--- config.mk ---
export PLATFORM = sky130hd
export DESIGN_NAME = mips_bus_arbiter
export DESIGN_NICKNAME = d
export VERILOG_FILES = /design/src/rtl/mips_bus_arbiter.sv
export SDC_FILE = /design/constraint.sdc
export NUM_CORES = 1
export LEC_CHECK = 0
export ABC_AREA = 1
export CORE_AREA = 2 2 122 124
export CTS_CLUSTER_SIZE = 30
export DETAILED_ROUTE_END_ITERATION = 16
export DIE_AREA = 0 0 124 126
export PLACE_DENSITY = 0.65
export SYNTH_ARGS = -nofsm -noshare
export SYNTH_HDL_FRONTEND = slang
export SYNTH_SLANG_ARGS = --single-unit
--- constraint.sdc ---
create_clock -name clk -period 1.3 [get_ports clk]
set_input_delay 0.26 -clock clk [delete_from_list [all_inputs] [get_ports clk]]
set_output_delay 0.26 -clock clk [all_outputs]
set_load 0.1 [all_outputs]
--- src/rtl/mips_bus_arbiter.sv ---
// rtl/mips_bus_arbiter.sv - two-master arbiter sharing the mips_cpu_bus memory port
//
// Purpose:
//   Shares one memory bus between the data port (m0) and the instruction-fetch
//   port (m1). Only one transaction is in flight at a time. Slave waitrequest is
//   honoured, and read data is returned to the owning master with a one-cycle
//   valid strobe.
//
// Ports:
//   clk, reset          system clock; synchronous active-high reset
//   m0_* / m1_*         master ports: address, read, write, writedata, byteenable
//                       (in); waitrequest, readdata, readdatavalid (out)
//   address, read, write, writedata, byteenable
//                       slave request outputs
//   waitrequest         slave stall input
//   readdata            slave read data, valid the cycle after acceptance
//
// Parameter:
//   ROUND_ROBIN         1 = alternate on ties, 0 = m0 always wins ties

module mips_bus_arbiter #(
  parameter int ROUND_ROBIN = 1
) (
  input  logic        clk,
  input  logic        reset,

  input  logic [31:0] m0_address,
  input  logic        m0_read,
  input  logic        m0_write,
  input  logic [31:0] m0_writedata,
  input  logic [3:0]  m0_byteenable,
  output logic        m0_waitrequest,
  output logic [31:0] m0_readdata,
  output logic        m0_readdatavalid,

  input  logic [31:0] m1_address,
  input  logic        m1_read,
  input  logic        m1_write,
  input  logic [31:0] m1_writedata,
  input  logic [3:0]  m1_byteenable,
  output logic        m1_waitrequest,
  output logic [31:0] m1_readdata,
  output logic        m1_readdatavalid,

  output logic [31:0] address,
  output logic        read,
  output logic        write,
  output logic [31:0] writedata,
  output logic [3:0]  byteenable,
  input  logic        waitrequest,
  input  logic [31:0] readdata
);

  typedef enum logic [2:0] {
    IDLE   = 3'd0,
    GRANT0 = 3'd1,
    GRANT1 = 3'd2,
    RDATA0 = 3'd3,
    RDATA1 = 3'd4
  } state_t;

  state_t state;
  state_t state_next;
  logic   last_grant;
  logic   last_grant_next;

  logic   req0;
  logic   req1;
  logic   pick1;

  assign req0 = m0_read | m0_write;
  assign req1 = m1_read | m1_write;

  // On a tie, round-robin hands the bus to whichever master did not own the
  // last accepted transaction; fixed priority always favours the data port.
  always_comb begin
    if (req0 && req1) begin
      pick1 = (ROUND_ROBIN != 0) ? ~last_grant : 1'b0;
    end else begin
      pick1 = req1;
    end
  end

  always_ff @(posedge clk) begin
    if (reset) begin
      state      <= IDLE;
      last_grant <= 1'b1;
    end else begin
      state      <= state_next;
      last_grant <= last_grant_next;
    end
  end

  always_comb begin
    state_next       = state;
    last_grant_next  = last_grant;

    address          = 32'd0;
    read             = 1'b0;
    write            = 1'b0;
    writedata        = 32'd0;
    byteenable       = 4'd0;

    m0_waitrequest   = 1'b1;
    m0_readdata      = 32'd0;
    m0_readdatavalid = 1'b0;
    m1_waitrequest   = 1'b1;
    m1_readdata      = 32'd0;
    m1_readdatavalid = 1'b0;

    case (state)
      IDLE: begin
        if (req0 || req1) begin
          state_next = pick1 ? GRANT1 : GRANT0;
        end
      end

      GRANT0: begin
        address        = m0_address;
        writedata      = m0_writedata;
        byteenable     = m0_byteenable;
        // A simultaneous read and write is forwarded as a write only.
        write          = m0_write;
        read           = m0_read & ~m0_write;
        m0_waitrequest = waitrequest;
        if (!req0) begin
          // Master withdrew its request: abandon without touching last_grant.
          state_next = IDLE;
        end else if (!waitrequest) begin
          last_grant_next = 1'b0;
          state_next      = m0_write ? IDLE : RDATA0;
        end
      end

      GRANT1: begin
        address        = m1_address;
        writedata      = m1_writedata;
        byteenable     = m1_byteenable;
        write          = m1_write;
        read           = m1_read & ~m1_write;
        m1_waitrequest = waitrequest;
        if (!req1) begin
          state_next = IDLE;
        end else if (!waitrequest) begin
          last_grant_next = 1'b1;
          state_next      = m1_write ? IDLE : RDATA1;
        end
      end

      RDATA0: begin
        m0_readdatavalid = 1'b1;
        m0_readdata      = readdata;
        state_next       = IDLE;
      end

      RDATA1: begin
        m1_readdatavalid = 1'b1;
        m1_readdata      = readdata;
        state_next       = IDLE;
      end

      default: begin
        state_next = IDLE;
      end
    endcase

    // While reset is asserted the bus is quiesced immediately, so an in-flight
    // read loses its valid strobe in the very cycle reset arrives and a
    // pending grant cannot be accepted by the slave.
    if (reset) begin
      address          = 32'd0;
      read             = 1'b0;
      write            = 1'b0;
      writedata        = 32'd0;
      byteenable       = 4'd0;
      m0_waitrequest   = 1'b1;
      m0_readdata      = 32'd0;
      m0_readdatavalid = 1'b0;
      m1_waitrequest   = 1'b1;
      m1_readdata      = 32'd0;
      m1_readdatavalid = 1'b0;
    end
  end

endmodule

==> flow_summary.yaml <==
detailed_routing:
  vias: 3976
  routed_via_density: 4.28
  wirelength_mm: 15.1
  dr.pass1.iters: 4
  antenna_left: 0
  drt_iter0_drc: 97
  routedWlPerCell_um: 16.2
  drcViolationCount: 0
timing:
  finalCriticalPeriod_ns: 1.92
  hold_violations: 0
  setup_viol: 142
  finalCritPeriodShare_pct: 148
  relSlewSlack_pct: 77.5
  setup_ws_ns: -0.622
  fin_setup_tns_ns: -74.18
  tightest_slew_ns: 0.337
  skew_ns: 0.000645
  slew_violations: 0
  rsz0062_at_grt: "yes"
  fmax_mhz: 520
logic_synthesis:
  netlist.area_leader.share_pct: 34.2
  synth-edff-count: 0
  avgSynthCellArea_sq_um: 4.43
  synth.net_count: 571
  synth_area_sq_mm: 0.00175
  synthMostInstantiatedCell: "nand2_1"
  synthTopCellsByCount: "160 x nand2_1, 74 x nor2_1, 72 x a21oi_1"
  synth_ff_type: "dfxtp_1"
  yosys.area.top_type: "nand2_1"
  ys_warn_count: 0
  synth_cell_types: 16
  async_flop_share_pct: 0
  synth-seq-area-share_pct: 4.56
  synthCells: 396
  ys_seq_elements: 4
  synthTopCellsByArea: "nand2_1 34%, a21oi_1 21%, nor2_1 16%"
worst_setup_path:
  critPathMostFrequentCell: "buf_12"
  r2r_slack_ns: -0.09
  cp_slowest_stage_delay_ns: 0.36
  critPathArrivalTime_ns: 1.66
  critPathSlowestCell: "dfxtp_4"
  rr_worst_depth: 6
  critPathRequiredTime_ns: 1.04
  worstPathMaxFanout: 11
  criticalPathCategory: "reg -> out"
  cp-startpoint: "state[2]"
  endpoint: "address[10]"
  critPathLaunchType: "register"
  path_cells: "nor3_4 -> buf_12 -> buf_16 -> nand2_2 -> a21oi_4 -> buf_12"
  worstSetupPathDepth: 6
  crit-reg2reg-capture: "state[2]"
  crit_family: "buffers and inverters"
  end_kind: "output port"
  crit_buf_inv: 3
  crit-reg2reg-launch: "state[2]"
clock_tree:
  ctsRootBufferMaster: "clkbuf_16"
  clk_pin_slew_ns: 0.03
  insertion_delay_ns: 0.23
  clock_sinks: 4
  cts_buffers: 3
  tritoncts: "built"
  h-tree-depth: 1
  clk_path_buf_depth: 2
power:
  clkPwrFrac_pct: 6.3
  ir_drop_v: 0.000612
  p_sw_mw: 4.35
  p_leak_nw: 3.35
  power.density_mw_per_mm2: 876
  p_int_mw: 3.39
  switching_share_pct: 56.2
  power.share.combinational_pct: 91.2
  power.total_mw: 7.74
  seqPwrFrac_pct: 2.5
placed_design:
  dpl.hpwl_mm: 11.4
  portBuffers: 312
  gp_congestion: 0.815
job:
  maxCapViolCount: 0
min_path:
  worst_hold_path_type: "reg -> reg"
floorplan:
  die_h_um: 126
  dieArea_sq_mm: 0.0156
  ios: 313
  die_x_um: 124
  core_area_sq_mm: 0.0143
  start_util_pct: 12.3
  rows: 44
finish:
  area_growth_pct: 403
  drive_above_1_share_pct: 55.9
  n_antenna_cell: 0
  fin_nets: 923
global_route:
  grt_pass1_wl_mm: 21.1
  grt_pass1_vias: 3993
  track_usage_pct: 17.1
  gr-total-overflow: 0
  grt_start_max_net_pins: 28
  antenna_found_initial: 1
run_status:
  status: "complete, but fails checks"
  violations: "setup timing"
-- placed cells by master, fill, tap and decap left out, drive strengths merged, types with 2 or more instances in the layout --
| cell type | count |
|---|---|
| nor2 | 74 |
| buf | 196 |
| nor3 | 3 |
| nand3 | 6 |
| a21oi | 72 |
| nand4 | 2 |
| dfxtp | 4 |
| clkdlybuf4s50 | 173 |
| nand2 | 160 |
| clkbuf | 10 |
| inv | 44 |
-- stage by stage --
stage / setup WS, ns / hold WS (ns) / cells / area, sq um / util [%]
after floorplan: -1.14 / 0.400 / 396 / 2900 / -
after global placement: -0.397 / 0.444 / 908 / 7880 / 55.1
after detailed placement: -0.409 / 0.442 / 908 / 7880 / 55.1
after CTS: -0.626 / 0.449 / 919 / 8340 / 58.3
after global routing: -0.671 / 0.498 / 930 / 8830 / 61.7
final: -0.622 / 0.451 / 930 / 8830 / 61.7
-- flip-flops by register name, summed over array words and instances (netlist names) --
register    flops
state           3
last_grant      1
-- worst min-delay path, delay by kind of cell (launching register included) --
| family | cells | cell delay [ns] |
|---|---|---|
| flops | 1 | 0.30 |
| simple gates | 2 | 0.10 |
-- per-layer routing --
metal  track usage, %  wire length [um]  up-vias
li1                 -                 -     1917
met2             34.3              8480      199
met5                0                16        -
met3             5.21              1460       20
met4             2.71               252        2
met1             17.0              4900     1838
-- kinds of logic after synthesis --
kind of cell / count (synthesis) / share of synthesized area (%)
compound gates: 72 / 20.5
buf+inv: 74 / 19.3
flops: 4 / 4.57
simple gates: 246 / 55.6
-- how the worst min path moves through the flow --
stage / from / endpoint / slack [ns] / depth (start not counted)
2_1_floorplan: m1_read / state[2] / 0.40 / 2
3_3_place_gp: last_grant / last_grant / 0.44 / 2
3_5_place_dp: last_grant / last_grant / 0.44 / 2
4_1_cts: last_grant / last_grant / 0.45 / 2
5_1_grt: last_grant / last_grant / 0.50 / 2
6_report: last_grant / last_grant / 0.45 / 2
-- final cells by class --
class                      instances  area, sq um
fill                            1130         5480
tap                              184          230
timing repair buffer             376         5390
sequential                         4         91.3
clock buffer                       3         75.1
inverter                          45          185
multi-input combinational        318         2860
-- power by group through the flow --
stage	Sequential, mW	Combinational, mW	Clock [mW]
after detailed placement	0.184	6.44	0
after CTS	0.188	6.58	0.491
after global placement	0.183	6.40	0
after global routing	0.197	7.35	0.507
after floorplan	0.163	3.96	0
final	0.192	7.06	0.489
-- repair_timing --
action / in CTS / in global routing
pin swaps: 2 / 19
gates resized for setup: 70 / 95
cloned: 5 / 8
setup endpoints to repair: 142 / 142
hold buffers: 0 / 0
endpoints found under the hold margin: 0 / 0
buffers inserted: 3 / 6
Power figures use the tool's default switching activity.
